[config.mk]
export PLATFORM = sky130hd
export DESIGN_NAME = id_ex_hazard_ctrl
export DESIGN_NICKNAME = d
export VERILOG_FILES = /design/src/rtl/id_ex_hazard_ctrl.sv
export SDC_FILE = /design/constraint.sdc
export NUM_CORES = 1
export LEC_CHECK = 0
export ABC_AREA = 1
export CAP_MARGIN = 20
export CELL_PAD_IN_SITES_DETAIL_PLACEMENT = 1
export CELL_PAD_IN_SITES_GLOBAL_PLACEMENT = 2
export CORE_MARGIN = 5
export CORE_UTILIZATION = 35
export DETAILED_ROUTE_END_ITERATION = 10
export DONT_BUFFER_PORTS = 1
export HOLD_SLACK_MARGIN = 0.08
export PLACE_DENSITY_LB_ADDON = 0.1
export RECOVER_POWER = 25
export SKIP_CTS_REPAIR_TIMING = 1
export SYNTH_ARGS = -nofsm -noshare
export SYNTH_HDL_FRONTEND = slang
export SYNTH_SLANG_ARGS = --single-unit
[constraint.sdc]
create_clock -name clk -period 2.2 [get_ports clk]
set_clock_uncertainty 0.2 [all_clocks]
set_input_delay 0.44 -clock clk [delete_from_list [all_inputs] [get_ports clk]]
set_output_delay 0.44 -clock clk [all_outputs]
set_load 0.01 [all_outputs]
[src/rtl/id_ex_hazard_ctrl.sv]
// ID/EX hazard controller: load-use stall, taken-branch flush, saturating event counters.
// Latency: outputs are combinational (Mealy) from state and inputs; no added delay.
// Backpressure: stalls hold PC and IF/ID; flushes bubble ID and squash IF/ID; reset forces both.
module id_ex_hazard_ctrl #(
    parameter int LOAD_STALL_CYCLES = 1,
    parameter int FLUSH_CYCLES      = 2,
    parameter int CNT_W             = 32,
    parameter int ZERO_REG          = 31
) (
    input  logic             clk,
    input  logic             reset,
    input  logic [4:0]       Rn_ID,
    input  logic [4:0]       Rm_ID,
    input  logic             uses_Rn_ID,
    input  logic             uses_Rm_ID,
    input  logic [4:0]       Rd_EX,
    input  logic             MemRead_EX,
    input  logic             RegWrite_EX,
    input  logic             branch_taken_EX,
    output logic             PCWrite,
    output logic             IFID_Write,
    output logic             bubble_ID,
    output logic             flush_IF_ID,
    output logic [CNT_W-1:0] stall_count,
    output logic [CNT_W-1:0] flush_count
);

    localparam logic [1:0] RUN   = 2'd0;
    localparam logic [1:0] STALL = 2'd1;
    localparam logic [1:0] FLUSH = 2'd2;

    localparam logic [3:0] STALL_INIT = 4'(LOAD_STALL_CYCLES - 1);
    localparam logic [3:0] FLUSH_INIT = 4'(FLUSH_CYCLES - 1);

    logic [1:0] state, next_state;
    logic [3:0] cnt, next_cnt;
    logic       hazard;
    logic       stall_inc, flush_inc;

    assign hazard = MemRead_EX && RegWrite_EX && (Rd_EX != 5'(ZERO_REG)) &&
                    ((uses_Rn_ID && (Rn_ID == Rd_EX)) || (uses_Rm_ID && (Rm_ID == Rd_EX)));

    always_comb begin
        next_state  = state;
        next_cnt    = cnt;
        stall_inc   = 1'b0;
        flush_inc   = 1'b0;
        PCWrite     = 1'b1;
        IFID_Write  = 1'b1;
        bubble_ID   = 1'b0;
        flush_IF_ID = 1'b0;
        case (state)
            RUN, STALL: begin
                // A taken branch wins over any hazard, including one already stalling.
                if (branch_taken_EX) begin
                    bubble_ID   = 1'b1;
                    flush_IF_ID = 1'b1;
                    flush_inc   = 1'b1;
                    if (FLUSH_CYCLES > 1) begin
                        next_state = FLUSH;
                        next_cnt   = FLUSH_INIT;
                    end else begin
                        next_state = RUN;
                        next_cnt   = 4'd0;
                    end
                end else if (state == STALL || hazard) begin
                    PCWrite    = 1'b0;
                    IFID_Write = 1'b0;
                    bubble_ID  = 1'b1;
                    stall_inc  = 1'b1;
                    if (state == STALL) begin
                        if (cnt <= 4'd1) begin
                            next_state = RUN;
                            next_cnt   = 4'd0;
                        end else begin
                            next_cnt = cnt - 4'd1;
                        end
                    end else if (LOAD_STALL_CYCLES > 1) begin
                        next_state = STALL;
                        next_cnt   = STALL_INIT;
                    end
                end
            end
            FLUSH: begin
                bubble_ID   = 1'b1;
                flush_IF_ID = 1'b1;
                if (cnt <= 4'd1) begin
                    next_state = RUN;
                    next_cnt   = 4'd0;
                end else begin
                    next_cnt = cnt - 4'd1;
                end
            end
            default: begin
                next_state = RUN;
                next_cnt   = 4'd0;
            end
        endcase
        // Reset overrides the outputs combinationally, without waiting for a clock.
        if (!reset) begin
            PCWrite     = 1'b0;
            IFID_Write  = 1'b0;
            bubble_ID   = 1'b1;
            flush_IF_ID = 1'b1;
        end
    end

    always_ff @(posedge clk or negedge reset) begin
        if (!reset) begin
            state       <= RUN;
            cnt         <= 4'd0;
            stall_count <= '0;
            flush_count <= '0;
        end else begin
            state <= next_state;
            cnt   <= next_cnt;
            if (stall_inc && (stall_count != {CNT_W{1'b1}}))
                stall_count <= stall_count + 1'b1;
            if (flush_inc && (flush_count != {CNT_W{1'b1}}))
                flush_count <= flush_count + 1'b1;
        end
    end

endmodule
==> flow_summary.yaml <==
status:
  status: "finished with violations"
  failed_checks: "hold timing"
synthesis:
  synthesized_netlist_cell_count: 712
  synth_seq_area_share: 0.370
  synth_nets: 738
  synthesis_warning_total: 0
  synthesis.area_sq_um: 4730
  netlist-cell-type-count: 29
  syn_avg_cell_area_sq_um: 6.65
  synth-seq-cells: 70
min_path:
  worstHoldPathType: "in -> async"
floorplanning:
  ios: 90
  std_cell_rows: 42
  die_height_um: 126
  initial_utilization: 0.357
  core_area_sq_um: 13200
  die_area_sq_um: 15900
  fp.dieW_um: 126
timing:
  rsz0062_at_grt: "yes"
  period_needed_ns: 2.15
  period_share: 0.978
  slew_headroom: 0.724
  max_slew.worst_pin.slew_ns: 0.411
  timing.final.ws_setup_ns: 0.0490
  fmaxAchievable_mhz: 465
  hold-worst-slack_ns: -0.406
  hold_viol_final: 70
  timing.final.setup_violations: 0
  report.final.slew_viol_count: 0
cells_and_area:
  final-seq-area_sq_um: 1750
  area_growth_from_synthesis_to_final_layout_pct: 19.3
  stdcell_area_sq_um: 5640
  diodes: 0
  fillCellCount: 1745
  multi_input_comb_area_sq_um: 2690
  drive_above_1_share: 0.121
  nets: 795
setup_path:
  critPathArrivalTime_ns: 1.51
  cp_capture_type: "output port"
  reg2reg_depth: 10
  worstSetupPathType: "reg -> out"
  timing.critical_path.from_type: "flip-flop"
  path_max_fanout: 5
  required_ns: 1.56
place:
  hpwl_mm: 12.7
  detailed_place.area_sq_um: 5340
  pre_cts_slack_ns: 0.0880
  place_congestion: 0.867
  port_buffers: 0
drt:
  antenna_violating_nets_post_route: 0
  detail_route.wirelength_mm: 16.4
  detailedRoute.firstPassIterationCount: 4
  drc_errors: 0
  drt-wirelength-per-cell_um: 17.2
  post_drt_via_cell_ratio: 5.03
  drt_iter0_drc: 227
  detailroute.via_count: 4780
pwr:
  powerDensity_nw_per_um2: 694
  vdd.ir_drop.worst_uv: 329
  cellLeakagePower_nw: 2.75
  fin_total_pwr_w: 0.00391
clock_network:
  ctsHtreeMaxLevel: 3
  clock_insertion_delay_worst_skew_ns: 0.34
  number_of_cts_inserted_buffers: 9
  tritoncts_clock_tree: "done"
  cts.clk_slew.worst_paths_ns: 0.06
  clock-root-buffer: "clkbuf_16"
  clock_sinks: 70
  clockBufferDepth: 2
global_routing:
  grt-ovfl-total: 0
  first_global_vias: 5195
  track_usage: 0.211
  grt_max_degree: 73
  first_pass_grt_wire_length_mm: 27.0
  antenna_violations_before_repair: 0
job:
  drv_cap: 0
## logic make-up (layout without fill, tap and decap cells)
group | Yosys count | in the layout | synth area share
compound gates | 21 | 21 | 0.0307
buf+inv | 71 | 133 | 0.0629
simple gates | 504 | 504 | 0.448
xor+xnor | 42 | 42 | 0.0777
flops | 70 | 70 | 0.370
fa+ha+maj | 4 | 4 | 0.0106
## layout make-up
class	instances	area share
inverter	53	0.0357
multi-input combinational	571	0.476
clock buffer	13	0.0479
timing repair buffer	64	0.0878
tap	176	0.0390
clock inverter	3	0.00310
sequential	70	0.310
## per-stage QoR
step                      utilization  TNS, ns  hold WS [ns]  std cells
after global routing            0.426  -0.0593        -0.429        950
final                           0.426        0        -0.406        950
after global placement          0.403        0       -0.0530        933
after detailed placement        0.403        0       -0.0531        933
after floorplan                     -        0       -0.0556        712
after CTS                       0.425   -0.136        -0.422        949
## metal layers
layer | part of all wire | global-route usage | vias up
met5 | 0 | 0 | -
met4 | 0.011 | 0.0562 | 0
met3 | 0.052 | 0.0576 | 13
met2 | 0.52 | 0.384 | 83
met1 | 0.42 | 0.243 | 2330
li1 | - | - | 2354
## critical path, cell delays in order (launching register included)
cell     delay (ns)
dfrtp_1        0.44
nor2_2         0.30
inv_1          0.13
nand3_1        0.16
a21o_1         0.15
## placed cells by master, fill, tap and decap left out, types with 4 or more instances in the layout
master     synthesis  final
buf_4              3     62
clkbuf_16          0      9
dfrtp_1           70     70
ha_1               4      4
inv_1             52     52
nand2_1          314    314
nand3_1           10     10
nand3b_1          16     16
nand4_1           39     39
nor2_1           102    100
nor3_1            14     14
o21ai_0            8      8
o21ai_2            5      5
xnor2_1           13     13
xor2_1            29     29
## state kept, by name (all words and copies together) (netlist names)
name / flops
cnt: 4
state: 2
flush_count: 32
stall_count: 32
## synthesized netlist by cell type, drive strengths merged
| master | count | area [sq um] |
|---|---|---|
| a211oi | 1 | 7.51 |
| a21boi | 1 | 7.51 |
| a21o | 1 | 7.51 |
| buf | 9 | 65.1 |
| clkbuf | 9 | 33.8 |
| dfrtp | 70 | 1750 |
| ha | 4 | 50.1 |
| inv | 53 | 199 |
| nand2 | 316 | 1190 |
| nand3 | 12 | 70.1 |
| nand3b | 16 | 120 |
| nand4 | 39 | 244 |
| nor2 | 105 | 412 |
| nor3 | 14 | 70.1 |
| nor4 | 2 | 12.5 |
| o211ai | 1 | 7.51 |
| o21ai | 17 | 115 |
| xnor2 | 13 | 114 |
| xor2 | 29 | 254 |
## worst paths after layout
path	start	endpoint	slack, ns
setup / recovery	state[1]	bubble_ID	0.05
hold / removal	reset	stall_count[1]	-0.41
min in group clk	branch_taken_EX	cnt[0]	0.18
max in group asynchronous	reset	flush_count[9]	2.07
setup reg to reg	stall_count[1]	stall_count[30]	0.19
hold reg to reg	cnt[3]	cnt[3]	0.37
## power by group
| part | total, W | internal, W | switching, W |
|---|---|---|---|
| clock network | 0.00143 | 0.000853 | 0.000575 |
| registers | 0.00157 | 0.00142 | 0.000153 |
| logic | 0.000916 | 0.000313 | 0.000602 |
(Power assumes the default switching activity.)
